--- config.mk ---
export PLATFORM = sky130hd
export DESIGN_NAME = serial_add_ctrl
export DESIGN_NICKNAME = d
export VERILOG_FILES = /design/src/rtl/serial_add_ctrl.sv
export SDC_FILE = /design/constraint.sdc
export NUM_CORES = 1
export LEC_CHECK = 0
export ABC_CLOCK_PERIOD_IN_PS = 4300
export BUFFER_PORTS_ARGS = -buffer_cell sky130_fd_sc_hd__buf_2
export CORE_ASPECT_RATIO = 1.5
export CORE_UTILIZATION = 42
export DETAILED_ROUTE_END_ITERATION = 8
export PLACE_DENSITY = 0.63
export SYNTH_ARGS = -nofsm -noshare
export SYNTH_HDL_FRONTEND = slang
export SYNTH_SLANG_ARGS = --single-unit
--- constraint.sdc ---
create_clock -name clk -period 4.3 [get_ports clk]
set_clock_uncertainty 0.2 [all_clocks]
set_input_delay 0.645 -clock clk [delete_from_list [all_inputs] [get_ports clk]]
set_output_delay 0.645 -clock clk [all_outputs]
set_load 0.02 [all_outputs]
--- src/rtl/serial_add_ctrl.sv ---
// Bit-serial adder controller: one full-adder cell (two half adders + OR)
// is reused over WIDTH cycles, LSB first, behind a start/busy/done handshake.

module half_adder (
    input  logic a,
    input  logic b,
    output logic s,
    output logic c
);
    assign s = a ^ b;
    assign c = a & b;
endmodule

module serial_add_ctrl #(
    parameter int WIDTH = 8,
    parameter int CNT_W = 5
) (
    input  logic             clk,
    input  logic             rst_n,
    input  logic             start,
    input  logic [WIDTH-1:0] a,
    input  logic [WIDTH-1:0] b,
    output logic             busy,
    output logic             done,
    output logic [WIDTH-1:0] sum,
    output logic             cout
);
    typedef enum logic [1:0] {
        IDLE = 2'd0,
        RUN  = 2'd1,
        DONE = 2'd2
    } state_t;

    state_t             state_q, state_d;
    logic [WIDTH-1:0]   a_sh_q, a_sh_d;
    logic [WIDTH-1:0]   b_sh_q, b_sh_d;
    logic [WIDTH-1:0]   acc_q, acc_d;
    logic [WIDTH-1:0]   sum_q, sum_d;
    logic [CNT_W-1:0]   cnt_q, cnt_d;
    logic               carry_q, carry_d;
    logic               cout_q, cout_d;
    logic               busy_q, busy_d;
    logic               done_q, done_d;

    // Shared full-adder cell built from two half adders
    logic ha0_s, ha0_c, fa_s, ha1_c, fa_co;

    half_adder u_ha0 (
        .a (a_sh_q[0]),
        .b (b_sh_q[0]),
        .s (ha0_s),
        .c (ha0_c)
    );

    half_adder u_ha1 (
        .a (ha0_s),
        .b (carry_q),
        .s (fa_s),
        .c (ha1_c)
    );

    assign fa_co = ha0_c | ha1_c;

    // Next-state, datapath and registered-output logic
    always_comb begin
        state_d = state_q;
        a_sh_d  = a_sh_q;
        b_sh_d  = b_sh_q;
        acc_d   = acc_q;
        sum_d   = sum_q;
        cnt_d   = cnt_q;
        carry_d = carry_q;
        cout_d  = cout_q;

        case (state_q)
            IDLE: begin
                if (start) begin
                    a_sh_d  = a;
                    b_sh_d  = b;
                    carry_d = 1'b0;
                    cnt_d   = {CNT_W{1'b0}};
                    acc_d   = {WIDTH{1'b0}};
                    state_d = RUN;
                end else begin
                    state_d = IDLE;
                end
            end
            RUN: begin
                a_sh_d  = {1'b0, a_sh_q[WIDTH-1:1]};
                b_sh_d  = {1'b0, b_sh_q[WIDTH-1:1]};
                acc_d   = {fa_s, acc_q[WIDTH-1:1]};
                carry_d = fa_co;
                cnt_d   = cnt_q + {{(CNT_W-1){1'b0}}, 1'b1};
                if (cnt_q == CNT_W'(WIDTH - 1)) begin
                    // Last bit: publish result including this cycle's sum bit
                    sum_d   = {fa_s, acc_q[WIDTH-1:1]};
                    cout_d  = fa_co;
                    state_d = DONE;
                end else begin
                    state_d = RUN;
                end
            end
            DONE: begin
                state_d = IDLE;
            end
            default: begin
                state_d = IDLE;
            end
        endcase

        // Status flags follow the next state so they are flop outputs
        busy_d = (state_d != IDLE);
        done_d = (state_d == DONE);
    end

    // State and datapath registers with asynchronous reset
    always_ff @(posedge clk or negedge rst_n) begin
        if (!rst_n) begin
            state_q <= IDLE;
            a_sh_q  <= {WIDTH{1'b0}};
            b_sh_q  <= {WIDTH{1'b0}};
            acc_q   <= {WIDTH{1'b0}};
            sum_q   <= {WIDTH{1'b0}};
            cnt_q   <= {CNT_W{1'b0}};
            carry_q <= 1'b0;
            cout_q  <= 1'b0;
            busy_q  <= 1'b0;
            done_q  <= 1'b0;
        end else begin
            state_q <= state_d;
            a_sh_q  <= a_sh_d;
            b_sh_q  <= b_sh_d;
            acc_q   <= acc_d;
            sum_q   <= sum_d;
            cnt_q   <= cnt_d;
            carry_q <= carry_d;
            cout_q  <= cout_d;
            busy_q  <= busy_d;
            done_q  <= done_d;
        end
    end

    assign busy = busy_q;
    assign done = done_q;
    assign sum  = sum_q;
    assign cout = cout_q;

endmodule

==> flow_summary.toml <==
[outcome]
outcome = "completed"

[floorplanning]
initial_core_util_pct = 43.8
chipWidth_um = 54.5
ios = 30
core_area_um2 = 3960
die-area_um2 = 4400
die-height_um = 80.7
placementRows = 28

[setup_path]
cp_slowest_stage_delay_ps = 850
critPathRequiredTime_ps = 4280
cp.arrival_ps = 2520
critical_path.cell_chain = "nand2b_1, or4_4, mux2_4"
crit_type = "flip-flop to flip-flop"
crit_fanout = 31
cp-start-kind = "flip-flop"
cpMaxStageDelayCell = "or4_4"
endpoint_kind = "flip-flop"

[yosys]
syn_nets = 181
synth_cell_types = 22
synth_warnings = 0
mappedNetlistArea_um2 = 1730
async_flop_share_pct = 100
synth.avg_cell_area_um2 = 10.8
ys.flop_type = "dfrtp_1"
synthCells = 160
seq_area_frac_synth_pct = 60.6
synth_edf_count = 0
ys_seq_elements = 42

[global_routing]
grt_pass1_wl_mm = 4.84
grt_max_degree = 43
grt_overflow = 0
antenna_found_initial = 0
grt_usage_pct = 15.7
grt_pass1_vias = 1137

[pwr]
ir_drop_uv = 393
combPwrFrac_pct = 36.5
switching_share_pct = 36.6
p_leak_uw = 0.00108
total_power_uw = 1520
p_int_uw = 966
p_per_area_nw_per_um2 = 760
clkPwrFrac_pct = 19.0
p_seq_share_pct = 44.6
p_switching_uw = 558

[finish]
layout-drive-gt1-share_pct = 24.5
antenna_cells = 0
layout.area.seq_um2 = 1050
area_delta_synth_final_pct = 15.6
fill_cells = 379
final_cell_area_um2 = 2000
utilization_pct = 50.6
nNetsFinal = 208
multiInputGateArea_um2 = 559

[timing]
tns_ps = 0
relSlewSlack_pct = 23.6
hold_viol = 0
finalSetupViolations = 0
worst_pin_slew_ps = 1140
finalCritPeriodShare_pct = 59.1
fmax_mhz = 393
grt_setup_unrepaired = "no"
finalWorstSetupSlack_ps = 1760
fin_crit_ps = 2540
slew_viol_final = 0

[min_path]
hold_class = "primary input to asynchronous set/reset pin"

[clocking]
post_cts_buffers = 0
root_buffer = "clkbuf_8"
cts_resized = 0
cts_max_level = 2
cts_buffers = 5
hold_buffers = 0
clk_latency_ps = 290
cts_tree = "built"
path_clk_slew_ps = 80
cts.sinks = 42
clockBufferDepth = 2

[drt]
first_pass_iters = 4
detail_route.wl_per_cell_um = 12.7
initialDrtViolationCount = 35
wl_mm = 2.96
drc_errors = 0
num_vias = 1209
ant_nets = 0
viasPerCell = 5.19

[place]
portBuffers = 29
gp_congestion = 0.695
hpwl_mm = 1.94
place_ws_ps = 1770
dpl_cell_area_um2 = 1890

[run]
maxCapViolations = 0
## metrics by stage
stage | cells | hold slack [ps]
after floorplan | 160 | 149
after global routing | 233 | 326
final | 233 | 271
after detailed placement | 225 | 294
after CTS | 233 | 305
after global placement | 225 | 277
## worst paths after layout
check | start | endpoint | slack (ps) | depth (start not counted)
max in group asynchronous | rst_n | state_q[1] | 3070 | 1
min | rst_n | sum[2] | 270 | 1
max reg2reg | state_q[1] | sum[2] | 1760 | 3
max | state_q[1] | sum[2] | 1760 | 3
min reg2reg | acc_q[5] | acc_q[4] | 310 | 2
min in group clk | acc_q[5] | acc_q[4] | 310 | 2
## per-layer routing
metal / part of all wire (%) / up-vias / track usage, %
met1: 42 / 589 / 16.9
met4: 1.9 / 0 / 6.92
li1: - / 586 / -
met2: 51 / 28 / 26.2
met5: 0 / - / 0
met3: 5.2 / 6 / 6.06
## registers in the layout, summed over array words and instances, names as in the netlist
name / flops
cnt_q: 5
busy: 1
cout: 1
done: 1
sum: 8
acc_q: 7
carry_q: 1
a_sh_q: 8
state_q: 2
b_sh_q: 8
## worst max-delay path, delay by kind of cell (launching register included)
family | cells | cell delay (ps)
AND/OR/NAND/NOR | 2 | 1510
multiplexers | 1 | 330
flip-flops | 1 | 400
## cells in the final DEF, fill, tap and decap left out, drive strengths merged
| master | count |
|---|---|
| dfrtp | 42 |
| buf | 29 |
| inv | 22 |
| nand2 | 18 |
| a21oi | 16 |
| o22ai | 14 |
| nand3 | 11 |
| clkbuf | 8 |
| mux2 | 7 |
| o21ai | 6 |
| mux2i | 4 |
| nand4 | 2 |
| nand2b | 1 |
| or4 | 1 |
| nor3 | 1 |
| or3b | 1 |
| o21bai | 1 |
| nor2b | 1 |
| o21a | 1 |
| fa | 1 |
| ha | 1 |
## cells by family after synthesis
family	share of synthesized area (%)
DFF	60.6
AOI/OAI and AO/OA	12.3
and+or+nand+nor	9.96
buffers and inverters	7.14
muxes	8.15
adders and majority gates	1.88
## cell usage after synthesis (2+ instances only)
library cell,number,area share (%)
dfrtp_1,42,61
nand4_1,2,0.72
o22ai_1,14,5.1
nand3_1,11,3.2
mux2i_1,4,2.3
a21oi_1,16,4.6
inv_1,22,4.8
clkbuf_1,8,1.7
o21ai_0,6,1.7
mux2_4,6,5.2
nand2_1,18,3.9
## final cells by class
| cell class | instances | share of cell area [%] |
|---|---|---|
| sequential | 42 | 52.4 |
| multi-input combinational | 87 | 27.9 |
| inverter | 22 | 4.12 |
| clock buffer | 8 | 5.49 |
| tap | 45 | 2.81 |
| timing repair buffer | 29 | 7.24 |
## power by group through the flow
stage	sequential [uW]	combinational, uW	clock [uW]
3_5_place_dp	689	558	0
3_3_place_gp	678	536	0
6_report	679	556	289
2_1_floorplan	717	387	0
5_1_grt	702	631	312
4_1_cts	681	566	296
No activity file was read; power rests on OpenSTA's default activity.
